$ cat src/rtl/packet_switch_dbg_pkg.sv
// Shared types and constants for the TX debug packet tap.
package packet_switch_dbg_pkg;

    typedef enum logic [0:0] {
        IDLE   = 1'b0,
        IN_PKT = 1'b1
    } pkt_state_e;

    localparam int CNT_MODE_PKT  = 0;
    localparam int CNT_MODE_BEAT = 1;

endpackage

$ cat src/rtl/packet_switch_tx_dbg_pkt_tap_if.sv
// Snooped AXI-Stream handshake bundle for all monitored links.
interface packet_switch_tx_dbg_pkt_tap_if #(
    parameter int NUM_CH = 4
);
    logic [NUM_CH-1:0] mon_tvalid;
    logic [NUM_CH-1:0] mon_tready;
    logic [NUM_CH-1:0] mon_tlast;

    modport master (output mon_tvalid, output mon_tready, output mon_tlast);
    modport slave  (input  mon_tvalid, input  mon_tready, input  mon_tlast);
endinterface

$ cat src/rtl/packet_switch_dbg_link_tap.sv
// One link's tap: increment capture, saturating/wrapping next-count adder,
// SOP/EOP tracker and tvalid-withdrawal checker.
module packet_switch_dbg_link_tap
    import packet_switch_dbg_pkg::*;
#(
    parameter int CNTR_WIDTH = 32,
    parameter int COUNT_MODE = CNT_MODE_PKT,
    parameter bit SATURATE   = 1'b1
) (
    input  logic                  clk,
    input  logic                  rst,
    input  logic                  tvalid,
    input  logic                  tready,
    input  logic                  tlast,
    input  logic                  cnt_en,
    input  logic                  err_clr,
    input  logic [CNTR_WIDTH-1:0] cnt_prev,
    output logic [CNTR_WIDTH-1:0] cnt_next,
    output logic                  proto_err,
    output logic                  in_pkt
);

    localparam logic [CNTR_WIDTH-1:0] CNT_ONE = {{(CNTR_WIDTH-1){1'b0}}, 1'b1};

    logic       acc_s;
    logic       inc_s;
    logic       inc_q_r;
    logic       pend_r;
    logic       err_set_s;
    logic       proto_err_r;
    logic       in_pkt_r;
    pkt_state_e state_r;
    pkt_state_e state_s;

    assign acc_s     = tvalid & tready;
    assign err_set_s = pend_r & ~tvalid;

    // Increment event selection by count mode
    always_comb begin
        inc_s = 1'b0;
        if (COUNT_MODE == CNT_MODE_BEAT) begin
            inc_s = cnt_en & acc_s;
        end else begin
            inc_s = cnt_en & acc_s & tlast;
        end
    end

    // Next counter value; stays combinational because the CSR reloads every cycle
    always_comb begin
        cnt_next = cnt_prev;
        if (inc_q_r) begin
            if (SATURATE && (&cnt_prev)) begin
                cnt_next = cnt_prev;
            end else begin
                cnt_next = cnt_prev + CNT_ONE;
            end
        end else begin
            cnt_next = cnt_prev;
        end
    end

    // Packet FSM next-state: single-beat packets never leave IDLE
    always_comb begin
        state_s = state_r;
        case (state_r)
            IDLE: begin
                if (acc_s && !tlast) begin
                    state_s = IN_PKT;
                end else begin
                    state_s = IDLE;
                end
            end
            IN_PKT: begin
                if (acc_s && tlast) begin
                    state_s = IDLE;
                end else begin
                    state_s = IN_PKT;
                end
            end
            default: state_s = IDLE;
        endcase
    end

    // State, increment capture, pending tracker and sticky error (set beats clear)
    always_ff @(posedge clk or posedge rst) begin
        if (rst) begin
            state_r     <= IDLE;
            in_pkt_r    <= 1'b0;
            inc_q_r     <= 1'b0;
            pend_r      <= 1'b0;
            proto_err_r <= 1'b0;
        end else begin
            state_r  <= state_s;
            in_pkt_r <= (state_s == IN_PKT);
            inc_q_r  <= inc_s;
            pend_r   <= tvalid & ~tready;
            if (err_set_s) begin
                proto_err_r <= 1'b1;
            end else if (err_clr) begin
                proto_err_r <= 1'b0;
            end else begin
                proto_err_r <= proto_err_r;
            end
        end
    end

    assign proto_err = proto_err_r;
    assign in_pkt    = in_pkt_r;

endmodule

$ cat src/rtl/packet_switch_tx_dbg_pkt_tap.sv
// TX debug traffic tap: per-link next-count generation for the statistics CSRs
// plus packet-state and protocol-violation flags.
module packet_switch_tx_dbg_pkt_tap
    import packet_switch_dbg_pkg::*;
#(
    parameter int NUM_CH     = 4,
    parameter int CNTR_WIDTH = 32,
    parameter int COUNT_MODE = CNT_MODE_PKT,
    parameter bit SATURATE   = 1'b1
) (
    input  logic                         clk,
    input  logic                         rst,
    packet_switch_tx_dbg_pkt_tap_if.slave mon,
    input  logic                         cnt_en,
    input  logic [NUM_CH*CNTR_WIDTH-1:0] cnt_prev,
    output logic [NUM_CH*CNTR_WIDTH-1:0] cnt_next,
    output logic [NUM_CH-1:0]            proto_err,
    input  logic [NUM_CH-1:0]            err_clr,
    output logic [NUM_CH-1:0]            in_pkt
);

    genvar g;
    for (g = 0; g < NUM_CH; g++) begin : g_link
        packet_switch_dbg_link_tap #(
            .CNTR_WIDTH (CNTR_WIDTH),
            .COUNT_MODE (COUNT_MODE),
            .SATURATE   (SATURATE)
        ) u_link (
            .clk       (clk),
            .rst       (rst),
            .tvalid    (mon.mon_tvalid[g]),
            .tready    (mon.mon_tready[g]),
            .tlast     (mon.mon_tlast[g]),
            .cnt_en    (cnt_en),
            .err_clr   (err_clr[g]),
            .cnt_prev  (cnt_prev[g*CNTR_WIDTH +: CNTR_WIDTH]),
            .cnt_next  (cnt_next[g*CNTR_WIDTH +: CNTR_WIDTH]),
            .proto_err (proto_err[g]),
            .in_pkt    (in_pkt[g])
        );
    end

endmodule
$ cat src/flat_wrapper.sv
// flat-port wrapper written by rule: the top's interface ports become plain ports
module packet_switch_tx_dbg_pkt_tap_flat import packet_switch_dbg_pkg::*;
#(
    parameter int NUM_CH     = 4,
    parameter int CNTR_WIDTH = 32,
    parameter int COUNT_MODE = CNT_MODE_PKT,
    parameter bit SATURATE   = 1'b1
)
  (clk, rst, cnt_en, cnt_prev, cnt_next, proto_err, err_clr, in_pkt, mon_mon_tvalid, mon_mon_tready, mon_mon_tlast);
  packet_switch_tx_dbg_pkt_tap_if #(.NUM_CH(NUM_CH)) mon_i ();
  input  logic clk;
  input  logic rst;
  input  logic cnt_en;
  input  logic [NUM_CH*CNTR_WIDTH-1:0] cnt_prev;
  output logic [NUM_CH*CNTR_WIDTH-1:0] cnt_next;
  output logic [NUM_CH-1:0] proto_err;
  input  logic [NUM_CH-1:0] err_clr;
  output logic [NUM_CH-1:0] in_pkt;
  input wire logic [$bits(mon_i.mon_tvalid)-1:0] mon_mon_tvalid;
  input wire logic [$bits(mon_i.mon_tready)-1:0] mon_mon_tready;
  input wire logic [$bits(mon_i.mon_tlast)-1:0] mon_mon_tlast;
  assign mon_i.mon_tvalid = mon_mon_tvalid;
  assign mon_i.mon_tready = mon_mon_tready;
  assign mon_i.mon_tlast = mon_mon_tlast;
  packet_switch_tx_dbg_pkt_tap #(.NUM_CH(NUM_CH), .CNTR_WIDTH(CNTR_WIDTH), .COUNT_MODE(COUNT_MODE), .SATURATE(SATURATE)) u_core (.clk(clk), .rst(rst), .mon(mon_i), .cnt_en(cnt_en), .cnt_prev(cnt_prev), .cnt_next(cnt_next), .proto_err(proto_err), .err_clr(err_clr), .in_pkt(in_pkt));
endmodule
$ cat config.mk
export PLATFORM = sky130hd
export DESIGN_NAME = packet_switch_tx_dbg_pkt_tap_flat
export DESIGN_NICKNAME = d
export VERILOG_FILES = /design/src/rtl/packet_switch_dbg_pkg.sv /design/src/rtl/packet_switch_tx_dbg_pkt_tap_if.sv /design/src/rtl/packet_switch_dbg_link_tap.sv /design/src/rtl/packet_switch_tx_dbg_pkt_tap.sv /design/src/flat_wrapper.sv
export SDC_FILE = /design/constraint.sdc
export NUM_CORES = 1
export LEC_CHECK = 0
export ABC_AREA = 1
export CORE_UTILIZATION = 46
export CTS_BUF_LIST = sky130_fd_sc_hd__clkbuf_4 sky130_fd_sc_hd__clkbuf_8 sky130_fd_sc_hd__clkbuf_16
export DETAILED_ROUTE_END_ITERATION = 12
export PLACE_DENSITY = 0.9
export SLEW_MARGIN = 20
export SYNTH_ARGS = -nofsm -noshare
export SYNTH_HDL_FRONTEND = slang
export SYNTH_HIERARCHICAL = 1
export SYNTH_SLANG_ARGS = --single-unit
export TNS_END_PERCENT = 30
$ cat constraint.sdc
create_clock -name clk -period 6.04 [get_ports clk]
set_input_delay 1.51 -clock clk [delete_from_list [all_inputs] [get_ports clk]]
set_output_delay 1.51 -clock clk [all_outputs]
set_load 0.02 [all_outputs]
======== Yosys cells after proc, flatten, opt, wreduce, memory -nomap -nowiden ========
Cells that the tools add are included.
word-level totals
  bits in registers ....................... 16
  latch bits .............................. 0
  bits in writable memories ............... 0
  memory bits (read-only) ................. 0
  input port bits ......................... 147
  output and inout port bits .............. 136
  logic and storage cells ................. 100
  memories kept ........................... 0
cells by class
  $add $sub $neg .......................... 4
  multipliers ............................. 0
  div/mod/pow operators ................... 0
  $lt $le $gt $ge ......................... 0
  equal/unequal tests ..................... 0
  shifts and indexed selects .............. 0
  multiplexer cells ....................... 28
  bitwise operators ....................... 32
  reductions and logical operators ........ 20
operators with widths
  kind                                                             number
  32-bit 2-to-1 mux                                                8
  32-bit by 1-bit adder with 32-bit output, second input constant  4
  32-bit AND reduction                                             4
  1-bit AND                                                        20
  1-bit 2-to-1 mux                                                 16
  1-bit inverter                                                   12
  1-bit logical AND                                                8
  1-bit one-hot mux with 2 select lines                            4
  2-bit nonzero test                                               4
  1-bit logical NOT                                                4

======== Depth between registers and ports, before layout ========
  depth after elaboration ................. 4
  gate-level depth with buffers ........... 10
  mapped depth without buffers ............ 10

======== Hierarchy ========
The synthesis kept the hierarchy.
modules (own cells, without submodules)
  module                                                     times used  cells each  area each (µm²)  sequential area each (µm²)
  packet_switch_dbg_link_tap at u_core.g_link[0].u_link ...  3           276         1,425.1          100.1
  packet_switch_dbg_link_tap at u_core.g_link[1].u_link      1           282         1,472.7          100.1

======== Worst setup path before layout ========
OpenSTA, ideal clock, no wires.
  path type ............................... input port to output port
  from .................................... in cnt_prev[96]
  to ...................................... out cnt_next[112]
  data arrival time ....................... 2,707 ps
  data required time ...................... 4,530 ps
  setup slack ............................. 1,823 ps
  stages .................................. 7
  path buffers ............................ 0
  cells stage by stage .................... ha_1 > nand3_1 > nor2_2 > nand2_1 > nor2_2 > nand2_2 > xnor2_1
on the way
  longest elaborated chain between the ends .. 3
  elaborated cells on any way between the ends .. 4
  classes of those cells .................. add/sub: 1; mux: 2; reduce/logical: 1
RTL lines
  element                                                                           RTL line                                                            text
  start, declared                                                                   flat_wrapper.sv:14                                                  input logic [NUM_CH*CNTR_WIDTH-1:0] cnt_prev;
  32-bit by 1-bit adder with 32-bit output or 32-bit AND reduction (tied branches)  packet_switch_dbg_link_tap.sv:55, packet_switch_dbg_link_tap.sv:52
  32-bit 2-to-1 mux *                                                               packet_switch_dbg_link_tap.sv:52                                    if (SATURATE && (&cnt_prev)) begin
  32-bit 2-to-1 mux *                                                               packet_switch_dbg_link_tap.sv:51                                    if (inc_q_r) begin
  end, declared                                                                     flat_wrapper.sv:15                                                  output logic [NUM_CH*CNTR_WIDTH-1:0] cnt_next;
Mark *: on every way between the ends. The rest lies on a longest branch, timed or not.

======== Worst setup path after layout ========
  from .................................... in cnt_prev[1]
  to ...................................... out cnt_next[0]
on the way
  longest elaborated chain between the ends .. 3
RTL lines
  element               RTL line
  32-bit AND reduction  packet_switch_dbg_link_tap.sv:52
  32-bit 2-to-1 mux     packet_switch_dbg_link_tap.sv:52
  32-bit 2-to-1 mux     packet_switch_dbg_link_tap.sv:51
Every way passes these cells.

==> results.py <==
metrics = {
    "status": {
        "status": "finished clean",
    },
    "synthesis": {
        "synth.top_cell.area_share": 0.252,
        "synth_seq_area_share": 0.0697,
        "syn_inst": 1110,
        "synth_ff_type": "dfrtp_1",
        "yosys-top-cells-area": "nand2_1, inv_1, nor2_1, nand3_1, dfrtp_1",
        "ys_types": 30,
        "synth_edf_count": 0,
        "synth-async-reset-ratio": 1.00,
        "syn_area_um2": 5750,
        "ys_ff_latch": 16,
        "synth_nets": 1261,
        "synth_area_per_cell_um2": 5.18,
        "ys_warn_count": 6,
        "yosys.area.top_type": "nand2_1",
    },
    "job": {
        "cap_violations": 0,
    },
    "timing": {
        "setup_viol": 0,
        "max_freq_mhz": 184,
        "hold_violations": 0,
        "fin_crit_ns": 5.43,
        "max_slew_margin": 0.725,
        "holdWs_ns": 0.459,
        "setup_slack_ns": 0.613,
        "fin_setup_tns_ns": 0,
        "tightest_slew_ns": 0.412,
        "drv_slew": 0,
        "fin_skew_ns": 0.00581,
        "period_share": 0.898,
        "rsz0062_at_grt": "no",
    },
    "pwr": {
        "p_leak_uw": 0.00393,
        "irDropWorstVdd_mv": 0.0743,
        "powerDensity_nw_per_um2": 84.1,
    },
    "clocking": {
        "clk_latency_ns": 0.25,
        "ctsResizeCount": 0,
        "cts_buffer_depth": 2,
        "cts_tree": "yes",
        "clkSlewWorstSetupHoldPaths_ns": 0.05,
        "cts_setup_buffers": 0,
        "cts_sinks": 16,
        "cts_root_buf": "clkbuf_16",
        "hold_buffers": 0,
        "htree_levels": 1,
        "cts_buffers": 3,
    },
    "drt": {
        "ant_nets": 0,
        "drc": 0,
        "drt_pre_antenna_iters": 6,
        "viasPerCell": 5.31,
        "vias": 8236,
        "post_drt_wl_per_cell_um": 14.7,
        "drt_wl_total_mm": 22.8,
        "drt_iter0_drc": 762,
    },
    "finish": {
        "fillers": 1097,
        "ff_latch_area_um2": 400,
        "multi_input_area_um2": 4620,
        "final_util": 0.722,
        "fin_cells": 1550,
        "layout-drive-gt1-share": 0.0868,
        "n_antenna_cell": 0,
        "syn_to_final_growth_pct": 52.1,
        "layout.nets": 1534,
    },
    "floorplan": {
        "rows": 40,
        "ios": 283,
        "die-area_um2": 12900,
        "die_w_um": 114,
        "fp.dieH_um": 114,
        "core_area_um2": 12100,
        "initial_core_util": 0.475,
    },
    "worst_setup_path": {
        "crit_required_ns": 4.53,
        "rr_worst_depth": 2,
        "crit_path_end_kind": "primary output",
        "start_kind": "input port",
        "rrSetupSlack_ns": 5.40,
        "path_max_fanout": 35,
        "arrival_ns": 3.92,
        "crit_type": "input port to primary output",
    },
    "worst_hold_path": {
        "holdPathEnd": "u_core/g_link[0].u_link/proto_err",
        "hp-start": "u_core/g_link[0].u_link/pend_r",
        "hold_class": "flop to flop",
        "holdPathStages": 2,
    },
    "place": {
        "hpwl_mm": 19.4,
        "post-place-ws_ns": 0.652,
        "dp_cells": 1546,
        "place.gp.congestion": 1.07,
        "port_buffers": 282,
    },
    "global_routing": {
        "track_usage": 0.339,
        "grt.overflow.total": 0,
        "grt_max_degree": 36,
        "grt_util_met2": 0.592,
        "grt_use_met3": 0.0462,
        "grt_pass1_wl_mm": 35.6,
        "grt_pass1_vias": 7512,
        "grt_use_met1": 0.419,
        "antenna_found_initial": 0,
        "grt_busiest_layer": "met2",
    },
}
-- per-layer routing --
| layer | up-vias | share of wire |
|---|---|---|
| met5 | - | 0 |
| met4 | 0 | 0.041 |
| met3 | 68 | 0.094 |
| met2 | 508 | 0.47 |
| met1 | 3635 | 0.40 |
| li1 | 4025 | - |
-- how the worst max path moves through the flow --
stage                  from            end  slack [ns]  cells after the start
2_1_floorplan  cnt_prev[96]  cnt_next[112]        1.82                      7
5_1_grt        cnt_prev[32]   cnt_next[48]        0.42                      9
6_report        cnt_prev[1]    cnt_next[0]        0.61                     10
3_3_place_gp   cnt_prev[65]   cnt_next[64]        0.68                     10
4_1_cts         cnt_prev[1]    cnt_next[0]        0.65                     10
3_5_place_dp   cnt_prev[32]   cnt_next[32]        0.65                     10
-- layout by cell type, fill, tap and decap left out --
master	instances
nand3_4	1
and2_1	4
nand3_1	96
nand2_1	386
o21bai_1	3
nor2_2	31
nand3b_1	12
nor3_1	14
clkbuf_8	1
ha_1	4
and3_1	4
inv_2	1
xnor2_1	42
and3b_1	4
buf_4	2
clkdlybuf4s50_1	282
a21oi_1	6
nand4_1	64
clkbuf_16	3
nor2_1	148
nand2_4	6
or2_2	4
nand2_2	46
nand3_2	3
xor2_1	6
nor2_4	19
inv_1	154
o21ai_0	17
dfrtp_1	16
nor3_4	3
-- kinds of logic after synthesis --
kind of cell	after synthesis	synth area share
simple gates	845	0.699
xor+xnor	48	0.0731
flops	16	0.0697
compound gates	26	0.0239
buf+inv	171	0.126
fa+ha+maj	4	0.00871
-- final cells by class --
type	count	share of cell area
multi-input cells	923	0.529
repair buffers	284	0.325
inverters	155	0.0666
flip-flops and latches	16	0.0458
well taps	168	0.0240
clock buffers	4	0.0102
-- metrics by stage --
step / cell area, um2 / power [uW]
after CTS: 8740 / 737
after detailed placement: 8650 / 587
final: 8740 / 735
after floorplan: 5750 / 315
after global routing: 8740 / 777
after global placement: 8650 / 586
-- critical path, stage by stage --
cell             delay, ns
clkdlybuf4s50_1       0.50
ha_1                  0.22
nand2_1               0.07
nor2_1                0.10
nand2_1               0.10
nor2_2                0.18
nand2_4               0.27
nand2_1               0.19
xor2_1                0.15
clkdlybuf4s50_1       0.61
-- cell usage after synthesis, types with 12 or more instances --
library cell and count:
nand2_1 386, inv_1 154, nor2_1 148, nand3_1 96, nand4_1 64, nand2_2 46, xnor2_1 42, nor2_2 31
nor2_4 19, o21ai_0 17, dfrtp_1 16, nor3_1 14, nand3b_1 12
-- power by group --
part           leakage (uW)  switching (uW)  internal [uW]
clock network     0.0000442            43.9            101
registers          0.000208            5.27            115
logic               0.00368             248            223
Power figures use the tool's default switching activity.
